--- config.mk ---
export PLATFORM = sky130hd
export DESIGN_NAME = mmio_ctrl
export DESIGN_NICKNAME = d
export VERILOG_FILES = /design/src/rtl/mmio_pkg.sv /design/src/rtl/kbd_fifo.sv /design/src/rtl/mmio_ctrl.sv
export SDC_FILE = /design/constraint.sdc
export NUM_CORES = 1
export LEC_CHECK = 0
export CAP_MARGIN = 10
export CORE_MARGIN = 2
export CORE_UTILIZATION = 35
export DETAILED_ROUTE_END_ITERATION = 10
export DONT_BUFFER_PORTS = 1
export GPL_TIMING_DRIVEN = 0
export SLEW_MARGIN = 20
export SYNTH_ARGS = -nofsm -noshare
export SYNTH_HDL_FRONTEND = slang
export SYNTH_SLANG_ARGS = --single-unit
--- constraint.sdc ---
create_clock -name clock -period 4.7 [get_ports clock]
set_clock_uncertainty 0.2 [all_clocks]
set_input_delay 0.47 -clock clock [delete_from_list [all_inputs] [get_ports clock]]
set_output_delay 0.47 -clock clock [all_outputs]
set_load 0.1 [all_outputs]
--- src/rtl/mmio_pkg.sv ---
// Purpose: shared region encoding, address bases and offsets for the MMIO controller.
// Latency: n/a (types, constants and a combinational decode helper only).
// Backpressure: n/a.
package mmio_pkg;

   // Region select driven to data_mem / vga char memory; encoding is part of the slave interface.
   typedef enum logic [2:0] {
      MT_NONE  = 3'd0,
      MT_DATA  = 3'd1,
      MT_VGA   = 3'd2,
      MT_KBD   = 3'd3,
      MT_LED   = 3'd4,
      MT_SW    = 3'd5,
      MT_SEG   = 3'd6,
      MT_TIMER = 3'd7
   } mem_type_t;

   // Region bases, compared against addr[31:20].
   localparam logic [11:0] RGN_DATA  = 12'h001;
   localparam logic [11:0] RGN_VGA   = 12'h002;
   localparam logic [11:0] RGN_KBD   = 12'h003;
   localparam logic [11:0] RGN_LED   = 12'h004;
   localparam logic [11:0] RGN_SW    = 12'h005;
   localparam logic [11:0] RGN_SEG   = 12'h006;
   localparam logic [11:0] RGN_TIMER = 12'h007;

   // Register offsets within a region, compared against addr[3:0].
   localparam logic [3:0] OFS_DATA = 4'h0;
   localparam logic [3:0] OFS_STAT = 4'h4;

   function automatic mem_type_t decode_region(input logic [11:0] rgn);
      mem_type_t mt;
      case (rgn)
         RGN_DATA:  mt = MT_DATA;
         RGN_VGA:   mt = MT_VGA;
         RGN_KBD:   mt = MT_KBD;
         RGN_LED:   mt = MT_LED;
         RGN_SW:    mt = MT_SW;
         RGN_SEG:   mt = MT_SEG;
         RGN_TIMER: mt = MT_TIMER;
         default:   mt = MT_NONE;
      endcase
      return mt;
   endfunction

endpackage

--- src/rtl/kbd_fifo.sv ---
// Purpose: circular scancode buffer with a sticky overflow flag.
// Latency: push/pop take effect at the clock edge; dout shows the head combinationally.
// Backpressure: none; a push into a full buffer (without a same-cycle pop) is dropped and flagged.
module kbd_fifo #(
   parameter int DEPTH = 8
) (
   input  logic       clock,
   input  logic       rst_n,
   input  logic       push,
   input  logic [7:0] din,
   input  logic       pop,
   output logic [7:0] dout,
   output logic       empty,
   output logic       full,
   output logic       overflow,
   input  logic       clr_ovf
);

   localparam int AW = $clog2(DEPTH);

   logic [7:0]    mem [DEPTH];
   logic [AW-1:0] rd_ptr;
   logic [AW-1:0] wr_ptr;
   logic [AW:0]   count;
   logic          do_pop;
   logic          do_push;

   assign empty   = (count == '0);
   assign full    = (count == (AW+1)'(DEPTH));
   assign dout    = mem[rd_ptr];
   // A pop frees a slot in the same cycle, so a full buffer still accepts a simultaneous push.
   assign do_pop  = pop && !empty;
   assign do_push = push && (!full || do_pop);

   // Pointer and occupancy bookkeeping; pointers wrap naturally because DEPTH is a power of 2.
   always_ff @(posedge clock or negedge rst_n) begin
      if (!rst_n) begin
         rd_ptr <= '0;
         wr_ptr <= '0;
         count  <= '0;
      end else begin
         if (do_pop)  rd_ptr <= rd_ptr + AW'(1);
         if (do_push) wr_ptr <= wr_ptr + AW'(1);
         if (do_push && !do_pop)      count <= count + (AW+1)'(1);
         else if (do_pop && !do_push) count <= count - (AW+1)'(1);
      end
   end

   // Sticky overflow; a dropped code in the same cycle as a clear keeps the flag set so the loss is visible.
   always_ff @(posedge clock or negedge rst_n) begin
      if (!rst_n)                        overflow <= 1'b0;
      else if (push && full && !do_pop)  overflow <= 1'b1;
      else if (clr_ovf)                  overflow <= 1'b0;
   end

   // Storage array; contents need no reset because empty reads never expose them.
   always_ff @(posedge clock) begin
      if (do_push) mem[wr_ptr] <= din;
   end

endmodule

--- src/rtl/mmio_ctrl.sv ---
// Purpose: data-side address decode, LED/7-seg/timer registers, keyboard FIFO and read-data mux (timer logic built only with MMIO_TIMER_EN).
// Latency: mem_type combinational; stores at the clock edge; rdata valid one cycle after a re=1 request.
// Backpressure: none; every access completes in fixed time, keyboard codes beyond FIFO capacity are dropped and flagged.
module mmio_ctrl
   import mmio_pkg::*;
#(
   parameter int KBD_FIFO_DEPTH = 8,
   parameter int TIMER_DIV      = 50000
) (
   input  logic        clock,
   input  logic        rst_n,
   input  logic [31:0] addr,
   input  logic [31:0] wdata,
   input  logic        we,
   input  logic        re,
   output logic [2:0]  mem_type,
   input  logic [31:0] dmem_rdata,
   input  logic [31:0] vga_rdata,
   output logic [31:0] rdata,
   input  logic [15:0] sw,
   output logic [15:0] led,
   output logic [7:0]  seg_en,
   output logic [31:0] seg_data,
   input  logic        kbd_valid,
   input  logic [7:0]  kbd_code
);

   mem_type_t   rgn;
   logic [3:0]  ofs;
   logic        wr_led;
   logic        wr_seg;
   logic        wr_segen;
   logic        wr_ovf_clr;
   logic        kbd_pop;
   logic [7:0]  kbd_head;
   logic        kbd_empty;
   logic        kbd_full;
   logic        kbd_ovf;
   mem_type_t   sel_rgn;
   logic [3:0]  sel_ofs;
   logic [7:0]  kbd_q;
   logic [31:0] ms_cnt;
   logic        unused_ok;

   assign rgn      = decode_region(addr[31:20]);
   assign ofs      = addr[3:0];
   assign mem_type = rgn;

   assign wr_led     = we && (rgn == MT_LED) && (ofs == OFS_DATA);
   assign wr_seg     = we && (rgn == MT_SEG) && (ofs == OFS_DATA);
   assign wr_segen   = we && (rgn == MT_SEG) && (ofs == OFS_STAT);
   assign wr_ovf_clr = we && (rgn == MT_KBD) && (ofs == OFS_STAT);
   // The FIFO ignores a pop while empty, so the request can be raised unconditionally.
   assign kbd_pop    = re && (rgn == MT_KBD) && (ofs == OFS_DATA);

   kbd_fifo #(
      .DEPTH    (KBD_FIFO_DEPTH)
   ) u_kbd_fifo (
      .clock    (clock),
      .rst_n    (rst_n),
      .push     (kbd_valid),
      .din      (kbd_code),
      .pop      (kbd_pop),
      .dout     (kbd_head),
      .empty    (kbd_empty),
      .full     (kbd_full),
      .overflow (kbd_ovf),
      .clr_ovf  (wr_ovf_clr)
   );

   // CPU-writable output registers.
   always_ff @(posedge clock or negedge rst_n) begin
      if (!rst_n) begin
         led      <= '0;
         seg_data <= '0;
         seg_en   <= '0;
      end else begin
         if (wr_led)   led      <= wdata[15:0];
         if (wr_seg)   seg_data <= wdata;
         if (wr_segen) seg_en   <= wdata[7:0];
      end
   end

   // Read request register; the popped head is latched here because the FIFO moves on at the same edge.
   always_ff @(posedge clock or negedge rst_n) begin
      if (!rst_n) begin
         sel_rgn <= MT_NONE;
         sel_ofs <= '0;
         kbd_q   <= '0;
      end else if (re) begin
         sel_rgn <= rgn;
         sel_ofs <= ofs;
         if (kbd_pop) kbd_q <= kbd_empty ? 8'h00 : kbd_head;
      end
   end

`ifdef MMIO_TIMER_EN
   localparam int PW = (TIMER_DIV > 1) ? $clog2(TIMER_DIV) : 1;

   logic          wr_timer;
   logic [PW-1:0] presc;

   assign wr_timer  = we && (rgn == MT_TIMER) && (ofs == OFS_DATA);
   assign unused_ok = ^{addr[19:4], kbd_full};

   // Millisecond timer; a CPU write restarts the prescaler and overrides a coincident tick.
   always_ff @(posedge clock or negedge rst_n) begin
      if (!rst_n) begin
         presc  <= '0;
         ms_cnt <= '0;
      end else if (wr_timer) begin
         presc  <= '0;
         ms_cnt <= wdata;
      end else if (presc == PW'(TIMER_DIV - 1)) begin
         presc  <= '0;
         ms_cnt <= ms_cnt + 32'd1;
      end else begin
         presc  <= presc + PW'(1);
      end
   end
`else
   assign ms_cnt    = '0;
   assign unused_ok = ^{addr[19:4], kbd_full, TIMER_DIV[0]};
`endif

   // Read-data mux keyed by the registered request; DATA/VGA pass through whatever the slave returns.
   always_comb begin
      rdata = '0;
      case (sel_rgn)
         MT_DATA: rdata = dmem_rdata;
         MT_VGA:  rdata = vga_rdata;
         MT_KBD: begin
            if (sel_ofs == OFS_DATA)      rdata = {24'h0, kbd_q};
            else if (sel_ofs == OFS_STAT) rdata = {30'h0, kbd_ovf, ~kbd_empty};
         end
         MT_LED:   if (sel_ofs == OFS_DATA) rdata = {16'h0, led};
         MT_SW:    if (sel_ofs == OFS_DATA) rdata = {16'h0, sw};
         MT_SEG: begin
            if (sel_ofs == OFS_DATA)      rdata = seg_data;
            else if (sel_ofs == OFS_STAT) rdata = {24'h0, seg_en};
         end
         MT_TIMER: if (sel_ofs == OFS_DATA) rdata = ms_cnt;
         default:  rdata = '0;
      endcase
   end

endmodule

# Word-level counts from Yosys, hierarchy flattened
# Memories as Yosys holds them, arrays and structs flattened.
# Index checks and enable logic that the tools add are counted.
# W data, S select, Z words.
[classes]
addsub = 4
eq_ne = 19
muxes = 15
bitwise = 1
n_reduce_logical = 26
[ops]
columns = ["operator", "n"]
rows = [
  ["$pmux W32 S6", 1],
  ["$eq A12 B3 Y1 const B", 4],
  ["$mux W16", 2],
  ["$mux W32", 1],
  ["$eq A12 B2 Y1 const B", 2],
  ["$mux W8", 3],
  ["$pmux W3 S7", 1],
  ["$eq A3 B3 Y1 const B", 5],
  ["$logic_and A1 B1 Y1", 15],
  ["$eq A12 B1 Y1 const B", 1],
  ["$logic_not A4 Y1", 3],
  ["$eq A3 B2 Y1 const B", 3],
  ["$eq A4 B3 Y1 const B", 2],
  ["$mux W4", 2],
  ["$add A3 B1 Y3 const B", 2],
  ["$add A4 B1 Y4 const B", 1],
  ["$eq A4 B4 Y1 const B", 1],
  ["$logic_not A1 Y1", 4],
  ["$mux W1", 4],
  ["$reduce_bool A2 Y1", 2],
  ["$sub A4 B1 Y4 const B", 1],
  ["$eq A3 B1 Y1 const B", 1],
  ["$mux W2", 1],
  ["$reduce_and A2 Y1", 1],
  ["other kinds (2)", 2],
]
[word_totals]
register_bits = 82
ram_bits = 64
output_inout_bits = 91
elab_cells = 76
mem_count = 1
[memory_table]
columns = ["memory", "words", "width", "rd", "rd_ports_with_merged_regs", "wr", "line_no", "text"]
rows = [
  ["u_kbd_fifo.mem", 8, 8, 1, 0, 1, "kbd_fifo.sv:21", "logic [7:0] mem [DEPTH];"],
]

# Logic depth before layout (Yosys ltp)
[logic_depth]
word_depth = 12
ltp_mapped = 14
depth_no_buf = 11

# By module
# Synthesis repeated with hierarchy kept, for this count alone.
[hier_totals]
cells_unflattened = 493
area_unflattened_um2 = 7040.5
[by_module_without_submodules]
columns = ["mod", "n_inst", "cells_each", "area_per_inst_um2", "seq_area_each_um2"]
rows = [
  ["mmio_ctrl", 1, 333, 3931.3, 1776.7],
  ["kbd_fifo", 1, 160, 3109.2, 2197.1],
]

# Worst setup path after synthesis
# OpenSTA, ideal clock, no wires.
[synth_path]
kind = "reg-to-output"
from = "register sel_ofs[1]"
to = "output port rdata[2]"
arrival_time_ns = 3.448
setup_slack_ns = 0.582
path_stages_with_launch = 5
n_path_buf = 1
cell_sequence = "dfrtp_1 nor4_4 clkbuf_1 a22oi_1 o21ai_0"
[synth_via]
elab_chain_len = 4
elab_cells_between_ends = 8
classes_between = "eq/ne (1); mux (6); reduce/logical (1)"
[synth_rtl]
columns = ["item", "line_no", "text"]
rows = [
  ["from (decl)", "mmio_ctrl.sv:40", "logic [3:0] sel_ofs;"],
  ["from (signal assigned)", "mmio_ctrl.sv:92", "sel_ofs <= ofs;"],
  ["$eq A4 B3 Y1", "mmio_ctrl.sv:140", "else if (sel_ofs == OFS_STAT) rdata = {24'h0, seg_en};"],
  ["$mux W8", "mmio_ctrl.sv:140", ""],
  ["$mux W32", "mmio_ctrl.sv:139", "if (sel_ofs == OFS_DATA) rdata = seg_data;"],
  ["$pmux W32 S6 *", "mmio_ctrl.sv:129", "case (sel_rgn)"],
  ["to (decl)", "mmio_ctrl.sv:19", "output logic [31:0] rdata,"],
]
# Mark *: on every way between the ends. The rest lies on a longest branch, timed or not.

# Final worst setup path
[layout_path]
from = "register sel_ofs[1]"
to = "output port rdata[17]"
[layout_via]
elab_chain_len = 3
[layout_rtl]
columns = ["item", "line_no"]
rows = [
  ["$logic_not A4 Y1", "n/a"],
  ["$mux W32", "mmio_ctrl.sv:139"],
  ["$pmux W32 S6", "mmio_ctrl.sv:129"],
]
# Every way passes these cells.

==> flow_metrics.tcl <==
set metrics [dict create \
    grt_pass1_vias 5108 \
    cap_violations 0 \
    slew-limit-headroom_pct 24.20 \
    intPower_w 0.002514 \
    die_y_microns 145.4 \
    drt_wl_total_microns 21150 \
    final_nets 735 \
    first_iter_violations 332 \
    netlist_area_sq_um 6998 \
    die_w_microns 145.4 \
    antenna_found_initial 3 \
    critical_path_arrival_ps 3420 \
    ys_ff_latch 146 \
    port_buffers 0 \
    stdcell_area_sq_um 8558 \
    drt-pass1-iter-count 5 \
    numCtsBuffers 17 \
    viasPerCell 5.751 \
    fin_cells 853 \
    cp-end-kind "output port" \
    crit_chain "nor4_4 -> and4b_1 -> clkbuf_1 -> buf_2 -> a222oi_1 -> inv_1" \
    placed_cell_area_sq_um 7468 \
    cts_root_buf "clkbuf_16" \
    area_delta_synth_final_pct 22.30 \
    dpl_worst_slack_ps 533.3 \
    rows 51 \
    tightest_slew_ps 1137 \
    initial_core_util_pct 35.84 \
    yosysWarnings 0 \
    cp_top_family "buffers and inverters" \
    cp_slowest_cell "nor4_4" \
    syn-instance-count 504 \
    grt-ovfl-total 0 \
    vdd_drop_max_mv 0.3085 \
    gp_congestion 0.9995 \
    cpPeakStageDelay_ps 730 \
    clkPwrFrac_pct 40.2 \
    post-dp-hpwl_microns 15520 \
    synth_top_area_cell "dfrtp_1" \
    postRouteAntennaNets 0 \
    finalSetupViolCount 0 \
    clkSlewWorstSetupHoldPaths_ps 60 \
    path_buf_inv 3 \
    grt_first_pass_wirelength_microns 31360 \
    clkSinkCount 146 \
    fin_setup_tns_ps 0 \
    p_sw_share_pct 25.75 \
    synth_ff_type "dfrtp_1" \
    fmax_mhz 244.2 \
    maxSlewViolCount 0 \
    fin_crit_sh_pct 87.11 \
    yosys.area.top_type_share_pct 29.32 \
    fp.coreArea_sq_um 19530 \
    synth-edff-count 64 \
    combPwrFrac_pct 14.9 \
    syn_avg_cell_area_sq_um 13.88 \
    fin_crit_ps 4094 \
    power_w 0.003385 \
    die_area_sq_um 21140 \
    clock_latency_ps 420 \
    cts_buffer_depth 2 \
    dr_total_vias 4906 \
    crit_fanout 10 \
    htree_levels 4 \
    status "finished clean" \
    synth_cell_type_count 54 \
    cts_tree "done" \
    pwr-share-seq_pct 44.9 \
    critical_path_class "flop to output port" \
    hold_path.class "input pin to flop" \
    grt_max_degree 83 \
    drc_errors 0 \
    crit_path_start_kind "flop" \
    ys_seq_area_share_pct 56.79 \
    pin_count 248 \
    grt_usage_pct 19.69 \
    timing_hold_violations_final 0 \
    avgRoutedWirePerCell_microns 24.80 \
    rsz0062_at_grt "false" \
    synth_nets 667 \
    power_leakage_nw 3.445 \
    dpl.cell_count 771 \
    powerDensity_nw_per_um2 395.5 \
    final_layout_size_suffix_gt1_share_pct 28.21 \
    synthTopCellsByArea "dfrtp_1, edfxtp_1, mux2_2, mux4_2, a222oi_1" \
    required_ps 4030 \
    async_flop_share_pct 56.16 \
    power_switching_w 0.0008716 \
    setup_ws_ps 605.7 \
]
## metal layers
metal	routed length, microns	vias to the layer above	track usage [%]
li1	-	2129	-
met1	8242	2515	22.86
met2	10960	225	33.86
met3	1397	37	5.580
met4	554	0	9.118
met5	0	-	0
## final cells by class
| type | instances | area, sq um |
|---|---|---|
| multi-input cells | 302 | 2900 |
| clock buffers | 24 | 493.0 |
| diodes | 3 | 7.507 |
| flip-flops and latches | 146 | 3974 |
| inverters | 19 | 71.32 |
| clock inverters | 8 | 101.3 |
| repair buffers | 49 | 503.0 |
| plain buffers | 37 | 176.4 |
| well taps | 265 | 331.6 |
| fillers | 1759 | 10970 |
## metrics by stage
| stage | utilization [%] | hold slack, ps |
|---|---|---|
| floorplan | - | -25.59 |
| global placement | 37.54 | -22.62 |
| detailed placement | 38.25 | -22.39 |
| CTS | 43.74 | 2.527 |
| global route | 43.83 | 61.38 |
| finish | 43.83 | 72.57 |
## worst paths after layout
path	from	endpoint	slack [ps]	cells after the start
worst min-delay path	addr[20]	u_kbd_fifo.overflow	70	2
worst max-delay path	sel_ofs[1]	rdata[17]	610	6
worst max register to register	u_kbd_fifo.count[0]	u_kbd_fifo.count[3]	890	10
max in group asynchronous	rst_n	led[15]	3520	2
min in group asynchronous	rst_n	u_kbd_fifo.wr_ptr[1]	420	2
worst min register to register	u_kbd_fifo.overflow	u_kbd_fifo.overflow	310	1
## cell usage in the layout (no fill, tap or decap), types with 3 or more instances in the layout
cell type	count
a311o_1	4
ha_1	5
o221ai_1	3
o21ai_0	18
nand2_1	18
edfxtp_1	64
mux2_2	77
clkbuf_16	18
nor3_2	3
buf_4	6
dlygate4sd3_1	46
nor2_1	12
mux4_2	16
buf_1	5
a21o_1	3
a222oi_1	22
a22oi_1	18
o21ai_2	14
inv_1	19
nor4b_4	3
a22o_1	9
nand3_1	3
clkbuf_1	24
nand3b_1	4
mux2i_1	11
buf_2	6
a21oi_1	9
diode_2	3
dfrtp_1	82
nor3_1	7
nand2b_1	3
nor4_4	5
## cells in the mapped netlist, types with 6 or more instances
master / n
clkbuf_1: 20
o21ai_0: 32
nor3_1: 9
dfrtp_1: 82
a222oi_1: 22
a21oi_1: 9
a22o_1: 9
nand2_1: 18
a22oi_1: 18
nor2_1: 12
mux4_2: 16
buf_2: 6
mux2_2: 77
mux2i_1: 11
inv_1: 19
edfxtp_1: 64
## worst register-to-register path: cells and delay by family (launching register included)
kind | cells | cell delay (ps)
compound gates | 4 | 1110
fa+ha+maj | 2 | 500
buf+inv | 2 | 350
flops | 1 | 450
simple gates | 2 | 1050
## power groups by stage
stage	sequential (W)	clock (W)	combinational [W]
CTS	0.00152	0.00139	0.000507
finish	0.00152	0.00136	0.000503
detailed placement	0.00155	0	0.000445
global placement	0.00154	0	0.000378
global route	0.00154	0.00144	0.000547
floorplan	0.00153	0	0.000306
## flip-flops by register name, summed over array words and instances (netlist names)
register and flops:
u_kbd_fifo.mem 64, seg_data 32, led 16, kbd_q 8, seg_en 8, sel_ofs 4
u_kbd_fifo.count 4, sel_rgn 3, u_kbd_fifo.rd_ptr 3, u_kbd_fifo.wr_ptr 3, u_kbd_fifo.overflow 1
## kinds of logic after synthesis
logic type | share of synthesized area [%]
compound gates | 11.07
flops | 56.79
simple gates | 7.491
fa+ha+maj | 1.180
buf+inv | 3.540
mux | 19.44
xor+xnor | 0.5007
## what timing repair did
| action | in CTS | in global routing |
|---|---|---|
| hold buffers | 46 | 1 |
| buffers inserted | 0 | 0 |
| resized for setup | 0 | 0 |
| hold endpoints to repair | 205 | 1 |
Note: power is estimated with default switching activity, not from simulation.
